===== src/rtl/counter_mod_trig_pkg.sv =====
// Shared types and constants for counter_mod_trig and its trigger generator.
// Down-counting is enabled by defining COUNTER_MOD_TRIG_DOWN_EN.
package counter_pkg;

    typedef enum logic {
        IDLE = 1'b0,
        RUN  = 1'b1
    } cnt_state_t;

    localparam logic CNT_UP   = 1'b0;
    localparam logic CNT_DOWN = 1'b1;

endpackage


===== src/rtl/counter_mod_trig_if.sv =====
// Control and status bundle for counter_mod_trig; master drives controls, slave is the counter.
// Down-counting (dir) is honoured only when COUNTER_MOD_TRIG_DOWN_EN is defined.
interface counter_mod_trig_if #(
    parameter int WIDTH = 8
);
    logic             n_en;
    logic             start;
    logic             oneshot;
    logic             load;
    logic [WIDTH-1:0] load_val;
    logic [WIDTH-1:0] modulus;
    logic             dir;
    logic [WIDTH-1:0] count;
    logic [WIDTH-1:0] trig_out;
    logic             tc;
    logic             busy;

    modport master (
        output n_en, start, oneshot, load, load_val, modulus, dir,
        input  count, trig_out, tc, busy
    );

    modport slave (
        input  n_en, start, oneshot, load, load_val, modulus, dir,
        output count, trig_out, tc, busy
    );
endinterface


===== src/rtl/counter_trig_gen.sv =====
// Per-bit carry (up) / borrow (down) triggers from the pre-step count, gated by advance.
// Borrow chain exists only when COUNTER_MOD_TRIG_DOWN_EN is defined.
module counter_trig_gen #(
    parameter int WIDTH = 8
) (
    input  logic [WIDTH-1:0] count,
    input  logic             advance,
    input  logic             down,
    output logic [WIDTH-1:0] trig
);
    logic [WIDTH-1:0] ones_pre;
`ifdef COUNTER_MOD_TRIG_DOWN_EN
    logic [WIDTH-1:0] zeros_pre;
`else
    logic unused_down;
    assign unused_down = down;
`endif

    generate
        for (genvar gi = 0; gi < WIDTH; gi++) begin : g_bit
            if (gi == 0) begin : g_lsb
                assign ones_pre[gi] = count[gi];
`ifdef COUNTER_MOD_TRIG_DOWN_EN
                assign zeros_pre[gi] = ~count[gi];
`endif
            end else begin : g_chain
                assign ones_pre[gi] = ones_pre[gi-1] & count[gi];
`ifdef COUNTER_MOD_TRIG_DOWN_EN
                assign zeros_pre[gi] = zeros_pre[gi-1] & ~count[gi];
`endif
            end
`ifdef COUNTER_MOD_TRIG_DOWN_EN
            assign trig[gi] = advance & (down ? zeros_pre[gi] : ones_pre[gi]);
`else
            assign trig[gi] = advance & ones_pre[gi];
`endif
        end
    endgenerate
endmodule


===== src/rtl/counter_mod_trig.sv =====
// Modulus counter with load, one-shot/free-run FSM, terminal-count pulse and per-bit triggers.
// Define COUNTER_MOD_TRIG_DOWN_EN to let dir select down-counting.
module counter_mod_trig
    import counter_pkg::*;
#(
    parameter int WIDTH = 8
) (
    input  logic               clk,
    input  logic               rst,
    counter_mod_trig_if.slave  bus
);
    cnt_state_t       state_q, state_d;
    logic [WIDTH-1:0] count_q, count_d;
    logic [WIDTH-1:0] trig_out_q, trig_out_d;
    logic             tc_q, tc_d;
    logic             advance;
    logic             down_step;
    logic             terminal;

`ifdef COUNTER_MOD_TRIG_DOWN_EN
    assign down_step = (bus.dir == CNT_DOWN);
`else
    logic unused_dir;
    assign unused_dir = bus.dir;
    assign down_step  = 1'b0;
`endif

    // load and start both pre-empt a step, which also silences triggers and tc
    assign advance = (state_q == RUN) && !bus.n_en && !bus.load && !bus.start;

    counter_trig_gen #(.WIDTH(WIDTH)) u_trig_gen (
        .count   (count_q),
        .advance (advance),
        .down    (down_step),
        .trig    (trig_out_d)
    );

    always_comb begin
        state_d  = state_q;
        count_d  = count_q;
        terminal = 1'b0;
        if (bus.load) begin
            count_d = bus.load_val;
        end else if (bus.start) begin
            count_d = '0;
            state_d = RUN;
        end else if (advance) begin
            if (down_step) begin
`ifdef COUNTER_MOD_TRIG_DOWN_EN
                if (count_q == '0) begin
                    count_d  = bus.modulus;
                    terminal = 1'b1;
                end else begin
                    count_d = count_q - WIDTH'(1);
                end
`endif
            end else if (count_q == bus.modulus) begin
                count_d  = '0;
                terminal = 1'b1;
            end else begin
                // Wrap past all-ones is plain binary overflow, not a terminal step
                count_d = count_q + WIDTH'(1);
            end
            if (terminal && bus.oneshot) begin
                state_d = IDLE;
            end
        end
        tc_d = terminal;
    end

    always_ff @(posedge clk or posedge rst) begin
        if (rst) begin
            state_q    <= IDLE;
            count_q    <= '0;
            trig_out_q <= '0;
            tc_q       <= 1'b0;
        end else begin
            state_q    <= state_d;
            count_q    <= count_d;
            trig_out_q <= trig_out_d;
            tc_q       <= tc_d;
        end
    end

    assign bus.count    = count_q;
    assign bus.trig_out = trig_out_q;
    assign bus.tc       = tc_q;
    assign bus.busy     = (state_q == RUN);
endmodule


===== src/flat_wrapper.sv =====
// flat-port wrapper written by rule: the top's interface ports become plain ports
module counter_mod_trig_flat import counter_pkg::*;
#(
    parameter int WIDTH = 8
)
  (clk, rst, bus_n_en, bus_start, bus_oneshot, bus_load, bus_load_val, bus_modulus, bus_dir, bus_count, bus_trig_out, bus_tc, bus_busy);
  counter_mod_trig_if #(.WIDTH(WIDTH)) bus_i ();
  input  logic clk;
  input  logic rst;
  input wire logic [$bits(bus_i.n_en)-1:0] bus_n_en;
  input wire logic [$bits(bus_i.start)-1:0] bus_start;
  input wire logic [$bits(bus_i.oneshot)-1:0] bus_oneshot;
  input wire logic [$bits(bus_i.load)-1:0] bus_load;
  input wire logic [$bits(bus_i.load_val)-1:0] bus_load_val;
  input wire logic [$bits(bus_i.modulus)-1:0] bus_modulus;
  input wire logic [$bits(bus_i.dir)-1:0] bus_dir;
  output wire logic [$bits(bus_i.count)-1:0] bus_count;
  output wire logic [$bits(bus_i.trig_out)-1:0] bus_trig_out;
  output wire logic [$bits(bus_i.tc)-1:0] bus_tc;
  output wire logic [$bits(bus_i.busy)-1:0] bus_busy;
  assign bus_i.n_en = bus_n_en;
  assign bus_i.start = bus_start;
  assign bus_i.oneshot = bus_oneshot;
  assign bus_i.load = bus_load;
  assign bus_i.load_val = bus_load_val;
  assign bus_i.modulus = bus_modulus;
  assign bus_i.dir = bus_dir;
  assign bus_count = bus_i.count;
  assign bus_trig_out = bus_i.trig_out;
  assign bus_tc = bus_i.tc;
  assign bus_busy = bus_i.busy;
  counter_mod_trig #(.WIDTH(WIDTH)) u_core (.clk(clk), .rst(rst), .bus(bus_i));
endmodule

===== config.mk =====
export PLATFORM = sky130hd
export DESIGN_NAME = counter_mod_trig_flat
export DESIGN_NICKNAME = d
export VERILOG_FILES = /design/src/rtl/counter_mod_trig_pkg.sv /design/src/rtl/counter_mod_trig_if.sv /design/src/rtl/counter_trig_gen.sv /design/src/rtl/counter_mod_trig.sv /design/src/flat_wrapper.sv
export SDC_FILE = /design/constraint.sdc
export NUM_CORES = 1
export LEC_CHECK = 0
export BUFFER_PORTS_ARGS = -buffer_cell sky130_fd_sc_hd__buf_2
export CAP_MARGIN = 20
export CORE_UTILIZATION = 45
export DETAILED_ROUTE_END_ITERATION = 10
export GPL_ROUTABILITY_DRIVEN = 0
export HOLD_SLACK_MARGIN = 0.1
export PLACE_DENSITY = 0.77
export REMOVE_ABC_BUFFERS = 1
export SYNTH_ARGS = -nofsm -noshare
export SYNTH_HDL_FRONTEND = slang
export SYNTH_SLANG_ARGS = --single-unit
export TNS_END_PERCENT = 50

===== constraint.sdc =====
create_clock -name clk -period 2 [get_ports clk]
set_input_delay 0.4 -clock clk [delete_from_list [all_inputs] [get_ports clk]]
set_output_delay 0.4 -clock clk [all_outputs]
set_load 0.05 [all_outputs]

==> parameters.txt <==
Parameter                              Value

Setup path
  Max FO, Critical Path ... 8
  Stage delay of the slowest cell on the critical path ... 0.49 ns
  Launching element type of the critical path ... flip-flop
  Most used cell, CP ... o21ai_1
  Slowest cell on crit path ... dfrtp_1
  Cell class contributing the biggest share of worst-path delay ... compound AO/OA/AOI/OAI gates
  R2r setup slk ... 0.13 ns
  Worst Reg2Reg Path Length in Cells ... 5
  Crit Path Class ... reg2reg
  Worst setup path start ... u_core.bus.count[3]$_DFFE_PP0P_
  Required time worst endpoint ... 2.18 ns
  Worst Setup EP ... u_core.bus.count[4]$_DFFE_PP0P_
  Ordered list of cells on the worst path ... xnor2_1 > nand4_1 > o21ai_1 > o21ai_1 > a221o_1
  Worst endpoint data arrival time ... 2.05 ns
  Startpoint of the lowest-slack register-to-register path ... u_core.bus.count[3]$_DFFE_PP0P_
  Destination of the worst register-to-register timing path ... u_core.bus.count[4]$_DFFE_PP0P_
  Endpoint kind of the worst setup timing path ... flip-flop
  Crit path buf inv count ... 0
  Total number of cells along the worst setup path ... 5

Synth
  Synthesis Warnings ... 0
  Area share of the leading cell type in the synthesized netlist ... 48.1%
  Most numerous cell in the Yosys netlist ... dfrtp_1
  Post-synthesis instance total ... 92
  Ranking of synthesized cells by instance count ... dfrtp_1, nand2_1, xnor2_1, and2_1, nor2_1
  Top_reg_cell synth ... dfrtp_1
  Synth top area cells ... dfrtp_1, xnor2_1, and2_1, nand2_1, ha_1
  EDFF count, synth ... 0
  Share of async-settable or async-resettable flops after synthesis ... 100%
  Cell variety after synth ... 32
  Sequential fraction of the synthesis area ... 48.1%
  Cell Area, Synth ... 936 µm²
  Syn Area/Cell ... 10.2 µm²
  Number of storage elements in the synthesis netlist ... 18
  Library cell with the largest summed area after synthesis ... dfrtp_1

Floorplanning
  Die extent in y ... 47.6 µm
  Number of rows created at floorplan ... 16
  Core area ... 1960 µm²
  Boundary Pins ... 41
  Effective utilization at floorplan ... 47.7%
  Horizontal die dimension ... 47.6 µm
  Die area ... 2270 µm²

Clock tree
  Clk sinks ... 18
  Clock insertion delay at the later pin of the skew report ... 0.29 ns
  Number of H-tree branching levels ... 1
  Total clock buffers created by CTS ... 3
  Maximum clock insertion buffer count ... 2
  Setup Fix Bufs, Post-CTS ... 0
  Cell at the root of the clock tree ... clkbuf_4
  Number of instances resized during post-cts repair ... 0
  Register clock-pin slew on the reported worst setup and hold paths ... 0.10 ns
  Clock tree from TritonCTS ... built
  Number of hold buffers added after CTS ... 0

Routing
  DRC Markers ... 0
  Final antenna-violating net count ... 0
  Overall via count from detail_route ... 899
  Initial DRC count ... 28
  Final wirelength ... 2.11 mm
  First-pass iteration count of the detailed router ... 4
  Routed len/inst ... 13.0 µm
  Via count normalized by instance count ... 5.52

Power and ir drop
  Switching part of the total ... 33.1%
  Relative contribution of combinational cells to total power ... 26.4%
  Maximum VDD drop ... 0.514 mV
  Clock Power Share ... 25.6%
  Power share of the sequential group ... 47.9%
  Total power consumption of the routed design ... 0.000861 W
  Cell area power density ... 710 nW/µm²
  Switching power summed over all nets ... 0.000285 W
  Cell-internal power ... 0.000576 W
  LEAKAGE ... 0.627 nW

Layout
  Number of nets in the final layout ... 162
  Post-synthesis to final-layout area growth ... 29.5%
  Final instance area ... 1210 µm²
  Area taken by flip-flops and latches ... 450 µm²
  Number of fill cells ... 199
  Combined area of the multi-input logic cells ... 459 µm²
  Fraction of final layout cells with drive strength greater than 1 ... 38.2%
  Antenna cell count ... 0

Global route
  Antenna violations before repair ... 0
  Met3 usage ... 3.40%
  Global Route met1 Usage ... 26.2%
  Wire length of the first global-routing pass ... 3.31 mm
  Peak-usage layer in the global routing report ... met2
  Total routing resource utilization after global routing ... 21.2%
  Global route total overflow ... 0
  Number of global-route vias before repair ... 743
  Largest net degree at the start of global routing ... 19
  GR Util met2 ... 37.0%

Timing
  Headroom to the max-slew limit ... 54.7%
  Final setup fails ... 0
  RSZ-0062 raised after global routing ... no
  Final Hold Vio Count ... 0
  Final period utilization ... 93.6%
  Layout Skew ... 0.00703 ns
  Final period demand of the worst path ... 1.87 ns
  Max Transition Viols Final ... 0
  Maximum achievable frequency ... 0.534 GHz
  Worst slack on hold paths ... 0.190 ns
  Transition time of the tightest slew-check pin ... 0.679 ns
  Total negative slack for setup checks ... 0 ns

Worst hold path
  Worst min-delay path class ... in2async

Status
  Outcome ... complete, no violations

Place
  Buffers added on ports ... 39
  Dpl hpwl ... 1.58 mm
  Placed Instance Area ... 1180 µm²

Job
  Max-Cap Viols ... 0
## worst reg2reg max path, delay by kind of cell (launching register included)
kind,cells,cell delay (ns)
AO/OA/AOI/OAI,3,0.90
XOR/XNOR,1,0.20
flip-flops,1,0.49
AND/OR/NAND/NOR,1,0.16
## per-stage QoR
| step | utilization (%) | instances | setup slack (ns) |
|---|---|---|---|
| after global placement | 59.9 | 159 | 0.204 |
| after CTS | 61.8 | 163 | 0.118 |
| after global routing | 61.8 | 163 | 0.00387 |
| after floorplan | - | 89 | 0.113 |
| final | 61.8 | 163 | 0.129 |
| after detailed placement | 59.9 | 159 | 0.151 |
## per-layer routing
layer / wire [µm] / part of all wire (%)
met1: 892 / 42
met2: 1060 / 50
met3: 144 / 6.8
met4: 21 / 0.99
met5: 0 / 0
## final cells by class
cell class | count | area share (%)
clock buffers | 4 | 2.99
repair buffers | 43 | 18.6
inverters | 2 | 0.619
multi-input cells | 69 | 37.9
well taps | 27 | 2.79
flip-flops and latches | 18 | 37.2
## cell usage in the layout (no fill, tap or decap), types with 3 or more instances in the layout
cell type,instances
nor2_1,6
clkbuf_4,3
o21ai_0,5
xnor2_1,7
buf_4,4
nand2_1,7
a21oi_1,3
and2_1,6
dfrtp_1,18
buf_2,39
nand3_1,3
## state kept, by name (all words and copies together), names as in the netlist
register             count
u_core.bus.busy          1
u_core.bus.tc            1
u_core.bus.trig_out      8
u_core.bus.count         8
## cells by family after synthesis
family	share of synthesized area (%)
DFF	48.1
and+or+nand+nor	21.9
buffers and inverters	2.81
xor gates and xnor gates	8.29
adders and majority gates	2.67
AOI/OAI and AO/OA	16.2
## power groups by stage
stage / combinational, W / clock [W] / sequential (W)
2_1_floorplan: 0.0000815 / 0 / 0.000487
3_3_place_gp: 0.000223 / 0 / 0.000419
3_5_place_dp: 0.000228 / 0 / 0.000419
4_1_cts: 0.000229 / 0.000228 / 0.000412
5_1_grt: 0.000245 / 0.000245 / 0.000416
6_report: 0.000228 / 0.000221 / 0.000413
## worst min path at each step
stage	start	endpoint	slack, ns	cells after the start
4_1_cts	rst	u_core.bus.count[4]$_DFFE_PP0P_	0.22	2
3_3_place_gp	rst	u_core.bus.trig_out[2]$_DFF_PP0_	0.52	2
2_1_floorplan	rst	u_core.bus.busy$_DFFE_PP0P_	0.34	1
5_1_grt	rst	u_core.bus.count[4]$_DFFE_PP0P_	0.23	2
6_report	rst	u_core.bus.trig_out[2]$_DFF_PP0_	0.19	2
3_5_place_dp	u_core.bus.busy$_DFFE_PP0P_	u_core.bus.busy$_DFFE_PP0P_	0.52	2
(Power assumes the default switching activity.)
